**config.mk**
```make
export PLATFORM = sky130hd
export DESIGN_NAME = muldiv_ctrl
export DESIGN_NICKNAME = d
export VERILOG_FILES = /design/src/rtl/muldiv_ctrl.sv
export SDC_FILE = /design/constraint.sdc
export NUM_CORES = 1
export LEC_CHECK = 0
export ABC_AREA = 1
export CORE_ASPECT_RATIO = 2
export CORE_MARGIN = 2
export CORE_UTILIZATION = 61
export CTS_BUF_LIST = sky130_fd_sc_hd__clkbuf_2
export CTS_CLUSTER_DIAMETER = 150
export DETAILED_ROUTE_END_ITERATION = 10
export MAX_ROUTING_LAYER = met4
export PLACE_DENSITY = 0.92
export SYNTH_ARGS = -nofsm -noshare
export SYNTH_HDL_FRONTEND = slang
export SYNTH_SLANG_ARGS = --single-unit
```
**constraint.sdc**
```tcl
create_clock -name clk -period 6.23 [get_ports clk]
set_clock_uncertainty 0.1 [all_clocks]
set_input_delay 0.623 -clock clk [delete_from_list [all_inputs] [get_ports clk]]
set_output_delay 0.623 -clock clk [all_outputs]
set_load 0.005 [all_outputs]
```
**src/rtl/muldiv_ctrl.sv**
```systemverilog
// Iterative HI/LO multiply/divide sequencer for MULT/MULTU/DIV/DIVU.
// Borrows the shared ALU adder (unsigned mode) once per iteration; owns HI/LO.
module muldiv_ctrl (
  input  logic        clk,
  input  logic        reset,
  input  logic        start,
  input  logic [1:0]  op,
  input  logic [31:0] rs,
  input  logic [31:0] rt,
  input  logic        hi_we,
  input  logic        lo_we,
  input  logic [31:0] wdata,
  output logic [31:0] add_a,
  output logic [31:0] add_b,
  output logic        add_sign,
  input  logic [31:0] add_s,
  input  logic        add_v,
  output logic [31:0] hi,
  output logic [31:0] lo,
  output logic        busy,
  output logic        done
);

  typedef enum logic [1:0] {IDLE, SETUP, ITER, FIX} state_t;

  // Handshake: start is accepted only while busy=0 (IDLE, including the done
  // cycle); done is a single-cycle pulse with HI/LO already updated.
  state_t      state;
  logic [1:0]  op_r;
  logic [31:0] rs_r;
  logic [31:0] rt_r;
  logic [31:0] ph;     // P_hi for multiply, partial remainder R for divide
  logic [31:0] pl;     // P_lo for multiply, quotient/dividend Q for divide
  logic [31:0] m;      // multiplicand M, or negated divisor ND
  logic        neg_q;
  logic        neg_r;
  logic [4:0]  cnt;

  logic        is_div;
  logic        is_signed;
  logic [31:0] abs_rs;
  logic [31:0] abs_rt;
  logic [31:0] r_shift;
  logic        ge;
  logic [63:0] prod_fix;

  assign add_sign = 1'b0;

  always_comb begin
    is_div    = op_r[1];
    is_signed = ~op_r[0];
    abs_rs    = (is_signed && rs_r[31]) ? (~rs_r + 32'd1) : rs_r;
    abs_rt    = (is_signed && rt_r[31]) ? (~rt_r + 32'd1) : rt_r;
    r_shift   = {ph[30:0], pl[31]};
    // Bit shifted out of R counts as "R' >= divisor" even if the adder doesn't carry
    ge        = ph[31] | add_v;
    prod_fix  = neg_q ? (~{ph, pl} + 64'd1) : {ph, pl};
    add_a     = 32'd0;
    add_b     = 32'd0;
    if (state == ITER) begin
      if (is_div) begin
        add_a = r_shift;
        add_b = m;
      end else begin
        add_a = ph;
        add_b = pl[0] ? m : 32'd0;
      end
    end
  end

  always_ff @(posedge clk) begin
    if (reset) begin
      state <= IDLE;
      op_r  <= 2'd0;
      rs_r  <= 32'd0;
      rt_r  <= 32'd0;
      ph    <= 32'd0;
      pl    <= 32'd0;
      m     <= 32'd0;
      neg_q <= 1'b0;
      neg_r <= 1'b0;
      cnt   <= 5'd0;
      hi    <= 32'd0;
      lo    <= 32'd0;
      busy  <= 1'b0;
      done  <= 1'b0;
    end else begin
      done <= 1'b0;
      case (state)
        IDLE: begin
          if (hi_we) hi <= wdata;
          if (lo_we) lo <= wdata;
          if (start) begin
            op_r  <= op;
            rs_r  <= rs;
            rt_r  <= rt;
            busy  <= 1'b1;
            state <= SETUP;
          end
        end
        SETUP: begin
          neg_q <= is_signed & (rs_r[31] ^ rt_r[31]);
          neg_r <= is_signed & rs_r[31];
          cnt   <= 5'd31;
          ph    <= 32'd0;
          if (is_div) begin
            if (rt_r == 32'd0) begin
              hi    <= rs_r;
              lo    <= 32'hFFFF_FFFF;
              done  <= 1'b1;
              busy  <= 1'b0;
              state <= IDLE;
            end else begin
              pl    <= abs_rs;
              m     <= ~abs_rt + 32'd1;
              state <= ITER;
            end
          end else begin
            pl    <= abs_rt;
            m     <= abs_rs;
            state <= ITER;
          end
        end
        ITER: begin
          if (is_div) begin
            ph <= ge ? add_s : r_shift;
            pl <= {pl[30:0], ge};
          end else begin
            ph <= {add_v, add_s[31:1]};
            pl <= {add_s[0], pl[31:1]};
          end
          cnt <= cnt - 5'd1;
          if (cnt == 5'd0) state <= FIX;
        end
        FIX: begin
          if (is_div) begin
            lo <= neg_q ? (~pl + 32'd1) : pl;
            hi <= neg_r ? (~ph + 32'd1) : ph;
          end else begin
            hi <= prod_fix[63:32];
            lo <= prod_fix[31:0];
          end
          done  <= 1'b1;
          busy  <= 1'b0;
          state <= IDLE;
        end
        default: state <= IDLE;
      endcase
    end
  end

endmodule

```
==> results.toml <==
[synth]
synth_top_family_by_area = "simple AND/OR/NAND/NOR gates"
netlist_instances = 2706
synth_fp_nets = 2853
synth_cell_type_count = 48
syn_area_um2 = 16500
avgSynthCellArea_um2 = 6.10
yosys.area_share.adder_pct = 0.834
synth_mux_area_share_pct = 0
synth_area_leaders = "dfxtp_1 29%, o21ai_0 11%, nand2_1 11%, a21oi_1 10%, nor2_1 6.6%"
synth-simple-area-share_pct = 29.1
synth_xor_area_share_pct = 2.55
synth_seq_cells = 237
synth_compound_area_share_pct = 28.4
ys_seq_area_share_pct = 28.8
synth.top_cell.area_share_pct = 28.8
ys_warn_count = 0
yosys.area.top_type = "dfxtp_1"

[place]
gp_congestion = 1.18
place_inst = 3175
dp_hpwl_um = 53500
io_buffers = 265
place_ws_ps = 1830
placed_area_um2 = 19100

[clock_tree]
cts_tree = "built"
cts_num_sinks = 237
cts_buffer_depth = 3
worstSkewPairLatency_ps = 1030
hold_buffers = 0
cts_resized = 0
clk_pin_slew_worst_paths_ps = 120
cts_made_buffers = 53
cts_root_buffer = "clkbuf_2"
htree_levels = 2
postCtsSetupRepairBufs = 0

[setup_path]
required_ps = 6980
cp_top_family = "simple AND/OR/NAND/NOR gates"
critPathLaunchType = "register"
worst-setup-path-type = "register to register"
end_kind = "register"
critical_path_depth = 14
crit_fanout = 33
cp_common_cell = "nand2_1"
rr_worst_depth = 14
arrival_ps = 5340
path_cells = "inv_2 -> ha_1 -> nand2_1 -> nor2_1 -> nand2_1 -> o21ai_1 -> nand2_1 -> buf_4 -> inv_1 -> nand2_1 -> nand2_1 -> inv_1 -> o21ai_0 -> a31oi_1"
cp_slowest_cell = "nand2_1"
max_stage_delay_ps = 820
r2r_setup_slack_ps = 1640
critPathBufInv = 4

[routing]
drt_iter0_drc = 2548
wire_per_inst_um = 22.5
drc = 0
routed_via_density = 6.36
drt_wl_total_um = 73300
ant_nets = 0
dr.pass1.iters = 8
num_vias = 20700

[die]
core-area_um2 = 26800
ios = 267
initial_core_util_pct = 61.6
dieArea_um2 = 28500
num_rows = 85
die_w_um = 120
dieHeight_um = 237

[global_routing]
grt_max_degree = 160
grt_antenna_before_repair = 1
gr-total-overflow = 0
grt_pass1_wl_um = 110000
first_global_vias = 19700
grtUsageTotal_pct = 51.9

[timing]
final_hold_viol_count = 0
worst_pin_slew_ps = 1340
period_needed_ps = 4590
setup_viol = 0
drv_slew = 0
max_freq_mhz = 218
rsz0062_at_grt = "no"
setup_slack_ps = 1640
tns_ps = 0
slew_headroom_pct = 9.54
timing.final.crit_share_pct = 73.6

[job]
maxCapViolations = 0

[min_path]
min_path_cells = 3
hold_class = "input pin to register"

[power_and_ir_drop]
vdd_ir_drop_max_mv = 0.402
power_density_nw_per_um2 = 500
p_total_mw = 9.80
leakagePower_nw = 8.10

[cells_and_area]
stdcell_area_um2 = 19600
layout-drive-gt1-share_pct = 6.14
syn_to_final_growth_pct = 18.8
final_cells = 3264
nFillCells = 2351
nNetsFinal = 3029

[run_status]
status = "complete, no violations"
[per-stage QoR]
step | hold slack, ps | utilization, %
floorplan | 322 | -
global placement | 339 | 71.3
detailed placement | 350 | 71.3
CTS | 127 | 73.1
global route | 172 | 73.1
finish | 132 | 73.1
[synthesized netlist by cell type, drive strengths merged]
library cell	count
nor3	37
o21ai	378
nand3	207
clkinv	7
a31oi	42
o31ai	5
o211ai	65
a311oi	2
nand2	490
o41ai	1
nand3b	4
nand4	31
dfxtp	237
a21o	1
o21bai	3
xor2	45
o221ai	2
buf	29
conb	1
a211oi	18
a41oi	3
xnor2	3
ha	11
a21oi	334
a221oi	8
or2	17
and3	1
nor2	307
clkbuf	136
nor4	10
inv	271
[state kept, by name (all words and copies together), names as in the netlist, named ones only]
register,cells
busy,1
cnt,5
done,1
hi,32
lo,32
m,32
neg_q,1
neg_r,1
op_r,2
ph,32
pl,32
rs_r,32
rt_r,32
state,1
[metal layers]
metal	track usage, %	routed length, um	up-vias
met4	54.4	10100	0
met3	13.0	7020	503
met1	49.2	22700	9368
li1	-	-	9506
met5	-	0	-
met2	81.6	33500	1369
[worst paths after layout]
check	start	to
max	rt_r[0]$_SDFFE_PP0P_	pl[0]$_SDFFE_PP0P_
min	wdata[21]	lo[21]$_SDFFE_PP0P_
min reg2reg	cnt[0]$_SDFFE_PP0P_	cnt[0]$_SDFFE_PP0P_
max reg2reg	rt_r[0]$_SDFFE_PP0P_	pl[0]$_SDFFE_PP0P_
[where the power goes]
part	leakage, nW	internal [mW]	total (mW)	switching [mW]
clock network	0.372	0.413	1.09	0.676
registers	1.96	2.01	2.52	0.513
logic	5.77	1.90	6.20	4.30
total	8.10	4.31	9.80	5.49
[area by class of cell]
type	instances	area, um^2	area share (%)
clock buffers	77	385	1.97
clock inverters	11	103	0.524
well taps	348	435	2.22
flip-flops and latches	237	4750	24.2
multi-input cells	2026	10100	51.3
repair buffers	286	2820	14.4
inverters	278	1050	5.34
diodes	1	2.50	0.0128
[worst min-delay path: stages]
cell and delay (ps):
clkdlybuf4s50_1 420, nand2_1 90, a31oi_1 80
[layout by cell type (no fill, tap or decap), types with 4 or more instances in the layout]
cell type and count:
clkdlybuf4s50_1 264, o31ai_1 4, o21ai_0 369, o21ai_1 6, a31oi_1 42, nand4_1 31, inv_2 10, buf_4 20
clkinv_1 11, ha_1 9, nor4_1 10, clkbuf_2 77, a211oi_1 18, nor2_2 12, nand3_1 202, nor2_1 287
or2_2 14, dfxtp_1 236, xor2_1 45, a221oi_1 8, nand3b_1 4, o211ai_1 65, nand2_1 477, a21oi_1 331
nand2_2 10, nor3_1 37, nor2_4 6, clkinv_2 5, inv_1 260
[cell families after synthesis]
kind of cell | after synthesis
AOI/OAI and AO/OA | 862
adders and majority gates | 11
buffers and inverters | 443
and+or+nand+nor | 1104
xor gates and xnor gates | 48
DFF | 237
other | 1
Note: power is estimated with default switching activity, not from simulation.
